<file path="config.mk">
export PLATFORM = sky130hd
export DESIGN_NAME = riscv_load_align
export DESIGN_NICKNAME = d
export VERILOG_FILES = /design/src/rtl/riscv_load_align.sv
export SDC_FILE = /design/constraint.sdc
export NUM_CORES = 1
export LEC_CHECK = 0
export ABC_AREA = 1
export BUFFER_PORTS_ARGS = -buffer_cell sky130_fd_sc_hd__buf_2
export CORE_UTILIZATION = 56
export DETAILED_ROUTE_END_ITERATION = 10
export GPL_TIMING_DRIVEN = 0
export PLACE_DENSITY = 0.91
export SLEW_MARGIN = 15
export SYNTH_ARGS = -nofsm -noshare
export SYNTH_HDL_FRONTEND = slang
export SYNTH_SLANG_ARGS = --single-unit
</file>
<file path="constraint.sdc">
create_clock -name clk_i -period 4.2 [get_ports clk_i]
set_input_delay 0.63 -clock clk_i [delete_from_list [all_inputs] [get_ports clk_i]]
set_output_delay 0.63 -clock clk_i [all_outputs]
set_load 0.005 [all_outputs]
</file>
<file path="src/rtl/riscv_load_align.sv">
// Load alignment unit: issues word reads (one, or two for a boundary-crossing access),
// then extracts and sign/zero-extends the addressed byte, halfword or word.
module riscv_load_align #(
  parameter int unsigned WORD_LENGTH = 32
) (
  input  logic                   clk_i,
  input  logic                   rst_i,
  input  logic                   ld_valid_i,
  output logic                   ld_ready_o,
  input  logic [WORD_LENGTH-1:0] ld_addr_i,
  input  logic [1:0]             ld_mask_sel_i,
  input  logic                   ld_unsigned_i,
  output logic                   mem_req_o,
  output logic [WORD_LENGTH-1:0] mem_addr_o,
  input  logic                   mem_gnt_i,
  input  logic                   mem_rvalid_i,
  input  logic [WORD_LENGTH-1:0] mem_rdata_i,
  output logic                   res_valid_o,
  input  logic                   res_ready_i,
  output logic [WORD_LENGTH-1:0] res_data_o,
  output logic                   busy_o
);

  localparam logic [1:0] MaskB = 2'b00;
  localparam logic [1:0] MaskH = 2'b01;
  localparam logic [1:0] MaskX = 2'b10;

  typedef enum logic [2:0] {
    StIdle,
    StReq0,
    StWait0,
    StReq1,
    StWait1,
    StDone
  } state_e;

  state_e                 state_q;
  logic [1:0]             off_q;
  logic [1:0]             sel_q;
  logic                   uns_q;
  logic                   split_q;
  logic [WORD_LENGTH-1:0] lo_q;

  logic                   ld_ready_q;
  logic                   mem_req_q;
  logic [WORD_LENGTH-1:0] mem_addr_q;
  logic                   res_valid_q;
  logic [WORD_LENGTH-1:0] res_data_q;
  logic                   busy_q;

  logic                   split_d;
  logic [WORD_LENGTH-1:0] lo_sel;
  logic [23:0]            hi_sel;
  logic [WORD_LENGTH-1:0] raw;
  logic [WORD_LENGTH-1:0] result_d;

  always_comb begin
    split_d = ((ld_mask_sel_i == MaskH) && (ld_addr_i[1:0] == 2'd3)) ||
              ((ld_mask_sel_i == MaskX) && (ld_addr_i[1:0] != 2'd0));
  end

  // Only the low three bytes of the upper word can ever reach the result.
  always_comb begin
    lo_sel = mem_rdata_i;
    hi_sel = '0;
    if (state_q == StWait1) begin
      lo_sel = lo_q;
      hi_sel = mem_rdata_i[23:0];
    end
    raw = WORD_LENGTH'({hi_sel, lo_sel} >> {off_q, 3'b000});
  end

  always_comb begin
    result_d = '0;
    unique case (sel_q)
      MaskB:   result_d = uns_q ? {24'd0, raw[7:0]} : {{24{raw[7]}}, raw[7:0]};
      MaskH:   result_d = uns_q ? {16'd0, raw[15:0]} : {{16{raw[15]}}, raw[15:0]};
      MaskX:   result_d = raw;
      default: result_d = '0;
    endcase
  end

  always_ff @(posedge clk_i or posedge rst_i) begin
    if (rst_i) begin
      state_q     <= StIdle;
      off_q       <= '0;
      sel_q       <= '0;
      uns_q       <= 1'b0;
      split_q     <= 1'b0;
      lo_q        <= '0;
      ld_ready_q  <= 1'b1;
      mem_req_q   <= 1'b0;
      mem_addr_q  <= '0;
      res_valid_q <= 1'b0;
      res_data_q  <= '0;
      busy_q      <= 1'b0;
    end else begin
      unique case (state_q)
        StIdle: begin
          if (ld_valid_i) begin
            off_q      <= ld_addr_i[1:0];
            sel_q      <= ld_mask_sel_i;
            uns_q      <= ld_unsigned_i;
            split_q    <= split_d;
            ld_ready_q <= 1'b0;
            mem_req_q  <= 1'b1;
            mem_addr_q <= {ld_addr_i[WORD_LENGTH-1:2], 2'b00};
            busy_q     <= 1'b1;
            state_q    <= StReq0;
          end
        end
        StReq0: begin
          if (mem_gnt_i) begin
            mem_req_q <= 1'b0;
            state_q   <= StWait0;
          end
        end
        StWait0: begin
          if (mem_rvalid_i) begin
            lo_q <= mem_rdata_i;
            if (split_q) begin
              mem_req_q  <= 1'b1;
              // Wraps from the top word to address 0.
              mem_addr_q <= mem_addr_q + WORD_LENGTH'(4);
              state_q    <= StReq1;
            end else begin
              res_valid_q <= 1'b1;
              res_data_q  <= result_d;
              state_q     <= StDone;
            end
          end
        end
        StReq1: begin
          if (mem_gnt_i) begin
            mem_req_q <= 1'b0;
            state_q   <= StWait1;
          end
        end
        StWait1: begin
          if (mem_rvalid_i) begin
            res_valid_q <= 1'b1;
            res_data_q  <= result_d;
            state_q     <= StDone;
          end
        end
        StDone: begin
          if (res_ready_i) begin
            res_valid_q <= 1'b0;
            ld_ready_q  <= 1'b1;
            busy_q      <= 1'b0;
            state_q     <= StIdle;
          end
        end
        default: begin
          state_q    <= StIdle;
          ld_ready_q <= 1'b1;
          mem_req_q  <= 1'b0;
          busy_q     <= 1'b0;
        end
      endcase
    end
  end

  assign ld_ready_o  = ld_ready_q;
  assign mem_req_o   = mem_req_q;
  assign mem_addr_o  = mem_addr_q;
  assign res_valid_o = res_valid_q;
  assign res_data_o  = res_data_q;
  assign busy_o      = busy_q;

endmodule

</file>
# Yosys cells after proc, flatten, opt, wreduce, memory -nomap -nowiden
# Cells that the tools add are included.
# word_totals
inputBits	73
wordCells	90
out_inout_bits	68
reg_bits	109
# op_classes
n_mux	35
bitwise_logic	2
shift	1
add_sub_neg	1
reduce_logical	20
eq_ne	19
# op_table
op	count
$mux 32	9
$pmux 32 s2	2
$pmux 32 s3	1
$shr 56x5->32	1
$add 32x3->32 const B	1
$mux 24	1
$mux 3	7
$pmux 3 s6	1
$ne 2x2->1 const B	8
$mux 1	10
$reduce_and 5->1	2
$pmux 1 s3	3
$reduce_and 4->1	2
$eq 2x2->1 const B	3
$eq 3x2->1 const B	2
$eq 3x3->1 const B	2
$reduce_and 6->1	1
$reduce_bool 2->1	3
$eq 2x1->1 const B	2
$pmux 1 s4	1
$reduce_and 2->1	2
$reduce_or 2->1	2
$reduce_or 4->1	1
$eq 3x1->1 const B	1
other kinds (8)	10

# Longest topological paths before layout
# Gate-level depths: netlist (run 1).
# depth
depth_word	8
depth_mapped	13
ltp_nobuf	11

# Worst setup path before layout (run 1)
# No wires, ideal clock.
# synth_timing
path_kind	register -> register
from	reg state_q[1]
to	reg res_data_q[5], in the netlist res_data_o[5]
required_time_ns	4.076
setup_ns	0.124
synth_period_minus_slack_ns	1.582
t_arrival_ns	1.458
slack_ns	2.618
path_stages_with_launch	9
path_cell_list	dfrtp_1 -> nor2_4 -> nand2_4 -> buf_4 -> buf_2 -> o211ai_1 -> nand2_1 -> o211ai_1 -> nand2_1
# synth_via
elab_chain_cells	8
word_cells_on_any_way	17
# synth_lines
element	line_no	rtl
from (decl)	37	state_e state_q;
from (signal assigned)	85	state_q <= StIdle;
from (signal assigned)	109	state_q <= StReq0;
from (signal assigned)	115	state_q <= StWait0;
$eq 3x3->1	66, 98	
$mux 32 or $mux 24 (tied branches)	66	if (state_q == StWait1) begin
$shr 56x5->32	70	raw = WORD_LENGTH'({hi_sel, lo_sel} >> {off_q, 3'b000});
$mux 32 (on tied branches)	77, 76	
$pmux 32 s3	75	unique case (sel_q)
$mux 32	121	if (split_q) begin
$mux 32	119	if (mem_rvalid_i) begin
$pmux 32 s2	98	unique case (state_q)
to (signal assigned)	128	res_data_q <= result_d;
to (signal assigned)	142	res_data_q <= result_d;
to (decl)	48	logic [WORD_LENGTH-1:0] res_data_q;
# Parallel ways exist; a longest one is shown, timed or not. The select of a mux whose other input is x is not followed.
# A chain may end at the register's enable or synchronous reset.

# Worst setup path after layout (run 1)
# layout_timing
from	reg state_q[1]
to	reg res_data_q[16], in the netlist res_data_o[16]
# The elaborated chain is that of the path after synthesis.

==> impl_results.md, run 1 <==
- Outcome: completed
- Final Instance Area: roughly 8000 um^2
- Post-synth EDFFs: 0
- Die height: 112.9 um
- Final weighted congestion in routability-driven placement: between 1 and 1.5
- Finished Layout Cells: approximately 1300
- GRT overflow: 0
- Initial Utilization: 0.5733
- Design Power: approximately 6.2 mW
- Worst-Margin Slew: roughly 710 ps
- Ys async rst share: 1.000
- Most frequent cell after synthesis: nand2_1
- HPWL Detailed: between 15000 and 20000 um
- Post-placement cell count: 1328
- Clk slew on worst S/H paths: 80 ps
- Uppermost layer routed: met4
- Die ar.: 12750 um^2
- Rel. slew slack: 0.5222
- Postcts setup bufs: 0
- Count of cell types in the netlist: 36
- Die Width: about 110 um
- GRT Resource Usage Total: 0.3776
- Mapped cell area: approximately 6900 um^2
- Max H-tree Level: 3
- Root buffer cell: clkbuf_16
- Yosys top cell by area: dfrtp_1
- Worst Skew: 13.09 ps
- Register area: 2679 um^2
- Yosys warns: 0
- Final hold slack: 233.3 ps
- Final hold viol count: 0
- Vias per cell: a little under 6
- Final nets: ~1300
- Compound-Gate Fraction of Synth Area: 0.1163
- CP Max Fanout: 10
- CTS Hold Bufs: 0
- Hold Crit Class: primary input to asynchronous set/reset pin
- Mux cell area share after synthesis: 0
- Synth top area share: 0.3852
- Area of the multi-input gates: between 3000 and 4000 um^2
- M1 WL: 9373 um
- Register area share after synthesis: 0.3890
- Leakage: roughly 4.3 nW
- Final setup violation count: 0
- Main combinational cell family by area after synthesis: simple AND/OR/NAND/NOR gates
- Critical path required time: around 4500 ps
- Synth Instances: 1041
- Critical path launch point type: flip-flop
- Synth Area in XOR/XNOR: 0.006359
- First-pass GRT wire length: ~37000 um
- Final Routed Wirelength: between 20000 and 25000 um
- DP Area: slightly below 8000 um^2
- CTS tree: done
- Crit. End Element: flip-flop
- Pwr Density: around 770 nW/um^2
- Synth top cells by count: nand2_1, nand3_1, inv_1
- Adder and majority gate portion of the synthesized area: 0.001817
- Post-route ant nets: 0
- Worst Path Arrival: roughly 2400 ps
- Clk buf depth: 2
- Max_cap viols: 0
- Post-route setup slack: between 2000 and 2500 ps
- Layout cells sized above 1: 0.1679
- Clock tree sinks: between 100 and 150
- Area grow syn2layout: 18.10%
- Antenna violations before repair: 1
- Largest net degree at the start of global routing: 75
- Post-Route Utilization: 0.6771
- Register bit count reported by yosys: 107
- Vias in the first global route: between 7000 and 8000
- Top area cells in the synthesized netlist: dfrtp_1, nand2_1, nand3_1
- Setup CP Type: flip-flop to flip-flop
- Predominant post-synthesis flop cell: dfrtp_1
- Core ar.: 12010 um^2
- DRC violation count after routing: 0
- Latest clock arrival within the worst-skew pair: between 300 and 400 ps
- DRT Pass-1 Iters: 6
- Layout filler cell count: ~1100
- Io pins: about 140
- Fin crit share: 0.5081
- Std cell rows: 40
- Fmax: approximately 0.47 GHz
- Max Slew Vio Count: 0
- CTS Buf Count: 9
- Synth Area in Simple Gates: 0.3832
- WL met2: ~10000 um
- DR vias: just under 8000
- Peak supply drop: ~0.39 mV
- IO Port Bufs: approximately 140
- DRT iter0 DRCs: 1016
- Minimum clock period: between 2000 and 2500 ps
- RSZ-0062 raised after global routing: no
- Pre-CTS setup slack: 2152 ps
- Setup TNS Final: 0 ps
- DR WL/cell: 17.24 um
- Cts repair resizes: 0
- Routed wl met3: between 2000 and 3000 um
- Avg Inst Size Synth: 6.615 um^2
[sequential cells by signal, indices dropped and copies added (netlist names)]
name and cells:
off_q 2, res_valid_o 1, res_data_o 32, ld_ready_o 1, busy_o 1, mem_req_o 1
mem_addr_o 30, sel_q 2, lo_q 32, state_q 3, split_q 1, uns_q 1
[per-layer routing]
metal / GRT usage / vias to the layer above
met5: 0 / -
met4: 0.1693 / 0
met3: 0.09213 / 78
met2: 0.5872 / 490
met1: 0.5024 / 3660
li1: - / 3667
[report_power, final]
part / internal (mW) / switching [mW]
Combinational: 1.16 / 2.19
Sequential: 1.52 / 0.401
Clock: 0.547 / 0.419
[layout make-up]
type,instances,share of cell area
antenna,1,0.0003077
buffer,55,0.03446
clock buffer,10,0.02938
clock inverter,6,0.01154
inverter,114,0.05323
multi-input combinational,766,0.4308
sequential,107,0.3294
tap,147,0.02262
timing repair buffer,139,0.08831
[cells by family (layout without fill, tap and decap cells)]
group	Yosys count	in the layout
flip-flops	107	107
buffers and inverters	169	324
other	1	3
XOR/XNOR	5	5
AND/OR/NAND/NOR	610	610
AO/OA/AOI/OAI	148	148
adder cells (fa/ha/maj)	1	1
[final timing paths]
check                                     from              to  slack (ps)  depth (start not counted)
worst max-delay path                state_q[1]  res_data_o[16]        2070                         11
worst min-delay path                     rst_i  res_data_o[13]         230                          2
worst max register to register      state_q[1]  res_data_o[16]        2070                         11
worst min register to register  res_data_o[24]  res_data_o[24]         480                          2
max in group asynchronous                rst_i        lo_q[27]        3280                          3
min in group clk_i              res_data_o[24]  res_data_o[24]         480                          2
[critical path, cell delays in order, from the launching register on]
cell	delay, ps
dfrtp_1	480
nor2_4	220
nand2_4	120
inv_2	170
buf_2	280
nand2_1	100
nand3_1	190
nand3_1	100
nand2_1	160
nand3_1	90
nand2_1	60
nand2_1	50
[cell usage in the layout, fill, tap and decap left out, types with 2 or more instances in the layout]
master	Yosys	layout
nand2_1	322	322
nand3_1	175	175
buf_2	17	155
inv_1	109	108
dfrtp_1	106	106
nor2_1	76	76
o21ai_0	75	75
a21oi_1	26	26
clkbuf_1	24	24
o21ai_1	16	16
nor3_1	13	13
o22ai_1	12	12
o211ai_1	9	9
clkbuf_16	0	9
buf_4	8	8
nand4_1	8	8
xor2_1	5	5
a22oi_1	4	4
inv_2	4	4
nand2_4	4	4
inv_6	0	3
buf_1	3	3
o31ai_1	3	3
buf_6	3	3
a31oi_1	2	2
or2_1	2	2
nor2_4	2	2
nand3b_1	2	2
nand3_2	2	2
conb_1	1	2
bufinv_16	0	2
(Power assumes the default switching activity.)
==> inputs of run 2 (changes only) <==
==> constraint.sdc (replaced) <==
create_clock -name clk_i -period 2.04 [get_ports clk_i]
set_input_delay 0.306 -clock clk_i [delete_from_list [all_inputs] [get_ports clk_i]]
set_output_delay 0.306 -clock clk_i [all_outputs]
set_load 0.005 [all_outputs]
==> run 2 against run 1 <==
  * Maximum frequency rose by 8.2%
  * Highest routed layer unchanged
  * Largest cell class unchanged
  * Sequential power increased by 110%
  * Routed wire length up 2.8%
  * Worst setup slack got worse by 2000 ps
  * Largest power group unchanged
==> impl_results.md, run 2 (synthesis gave the netlist of run 1 again) <==
- DRC violation count after routing: 0 (unchanged)
- Latest clock arrival within the worst-skew pair: 360 ps (about the same)
- Top cell by count, worst path: nand2_1
- Std cell rows: 40 (unchanged)
- Die height: 112.9 um (unchanged)
- Final Instance Area: 8270 um^2 (+1.7%)
- Max Slew Vio Count: 0 (unchanged)
- Fin crit share: 0.9672 (+0.4591)
- GRT overflow: 0 (unchanged)
- HPWL Detailed: 17990 um (+2.2%)
- First-pass GRT wire length: 37320 um (+0.43%)
- Crit path max-delay family: simple AND/OR/NAND/NOR gates
- DRT iter0 DRCs: 1296 (+28%)
- Final Routed Wirelength: 23850 um (+2.8%)
- Setup CP Type: flip-flop to flip-flop
- Routed wl met3: 2630 um (-0.27%)
- Rel. slew slack: 0.5386 (+0.01637)
- Clk slew on worst S/H paths: 70 ps (about the same)
- Root buffer cell: clkbuf_16
- Worst Path Arrival: 2270 ps (-130 ps)
- Layout cells sized above 1: 0.1834 (+0.01548)
- Most common cell after layout, fill and taps aside: nand2_1
- Minimum clock period: 1973 ps (-160.8 ps)
- Core ar.: 12010 um^2 (unchanged)
- GRT Resource Usage Total: 0.3813 (+0.003668)
- Io pins: 141 (unchanged)
- Die ar.: 12750 um^2 (unchanged)
- Max_cap viols: 0 (unchanged)
- WP buf/inv: 4 (+2)
- Clock tree sinks: 107 (unchanged)
- Antenna violations before repair: 1 (unchanged)
- M1 WL: 9881 um (+5.4%)
- Outcome: completed
- DP Area: 7829 um^2 (+0.40%)
- Uppermost layer routed: met4
- Initial Utilization: 0.5733 (unchanged)
- Most frequent cells in the layout: nand2_1, nand3_1, buf_2
- Critical path launch point type: flip-flop
- CP max stage cell: dfrtp_1
- CTS tree: done
- Die Width: 112.9 um (unchanged)
- Final hold viol count: 0 (unchanged)
- DRT Pass-1 Iters: 6 (unchanged)
- CTS Buf Count: 9 (unchanged)
- Area grow syn2layout: 20.09%
- Final hold slack: 158.6 ps (-74.73 ps)
- Worst Skew: 3.950 ps (-9.137 ps)
- Max H-tree Level: 3 (unchanged)
- CP Max Fanout: 10 (unchanged)
- IO Port Bufs: 138 (unchanged)
- Crit. End Element: flip-flop
- Post-placement cell count: 1330 (+0.15%)
- Leakage: 4.388 nW (+1.5%)
- CP max stage delay: 370 ps (-110 ps)
- Worst-Margin Slew: 689.6 ps (-24.47 ps)
- DR WL/cell: 17.62 um (+2.2%)
- Pwr Density: 1581 nW/um^2 (+110%)
- WL met2: 10570 um (+3.3%)
- Final weighted congestion in routability-driven placement: 1.005 (-2.4%)
- Critical path required time: 2340 ps (-2120 ps)
- Clk buf depth: 2 (unchanged)
- Post-route ant nets: 0 (unchanged)
- Hold Crit Class: primary input to flip-flop
- Vias in the first global route: 7196 (-2.7%)
- Largest net degree at the start of global routing: 34 (-55%)
- DR vias: 8051 (+2.0%)
- Final setup violation count: 0 (unchanged)
- Fmax: 0.5068 GHz (+8.2%)
- Peak supply drop: 0.7685 mV (+97%)
- Final nets: 1274 (+0.63%)
- CP Cell Sequence: buf_6 -> nor2_4 -> nand2_4 -> inv_2 -> buf_6 -> nand2_1 -> nand2_1 -> nand2_4 -> nor2_4 -> buf_12 -> nand3_1 -> nand2_1
- Vias per cell: 5.950 (+1.4%)
- Finished Layout Cells: 1353 (+0.59%)
-- run 2: layout make-up --
cell class	count	area (um^2)
fillers	1053	3741
multi-input cells	766	3528
flip-flops and latches	107	2681
repair buffers	147	810.8
inverters	114	434.2
plain buffers	55	296.5
clock buffers	10	239.0
well taps	147	183.9
clock inverters	6	93.84
diodes	1	2.502
-- run 2: what timing repair did --
item                                   4_1_cts  5_1_grt
endpoints found under the hold margin       20        0
setup endpoints to repair                    2       40
buffers inserted                             1        4
hold buffers                                 1        0
resized for setup                            1       22
pin swaps                                    1        2
-- run 2: through the flow --
stage	power [mW]	setup WS [ps]	util	TNS (ps)
detailed placement	10.67	13.02	0.6518	0
finish	13.08	66.88	0.6885	0
global placement	10.51	-301.8	0.6468	-31080
global route	14.01	-21.33	0.6885	-29.76
CTS	12.72	32.51	0.6822	0
floorplan	8.286	447.3	-	0
-- run 2: path summary, 6_finish.rpt --
| path | from | slack [ps] | end | cells after the start |
|---|---|---|---|---|
| worst max-delay path | state_q[2] | 70 | res_data_o[4] | 12 |
| worst min-delay path | ld_unsigned_i | 160 | uns_q | 3 |
| worst max register to register | state_q[2] | 70 | res_data_o[4] | 12 |
| worst min register to register | res_data_o[19] | 480 | res_data_o[19] | 2 |
| max in group asynchronous | rst_i | 760 | state_q[0] | 5 |
| min in group asynchronous | rst_i | 530 | res_valid_o | 3 |
-- run 2: worst min-delay path: stages --
cell	delay [ps]
buf_2	80
nand2_1	50
nand2_1	60
-- run 2: power breakdown --
group	leakage, nW	switching [mW]	internal (mW)
Clock	0.160	0.863	1.12
Sequential	1.33	0.824	3.14
Combinational	2.90	4.63	2.50
Total	4.39	6.31	6.76
-- run 2: layer usage --
| metal | vias up | global-route usage |
|---|---|---|
| met5 | - | 0 |
| met4 | 0 | 0.1605 |
| met3 | 67 | 0.1023 |
| met2 | 527 | 0.5753 |
| met1 | 3762 | 0.5204 |
| li1 | 3695 | - |
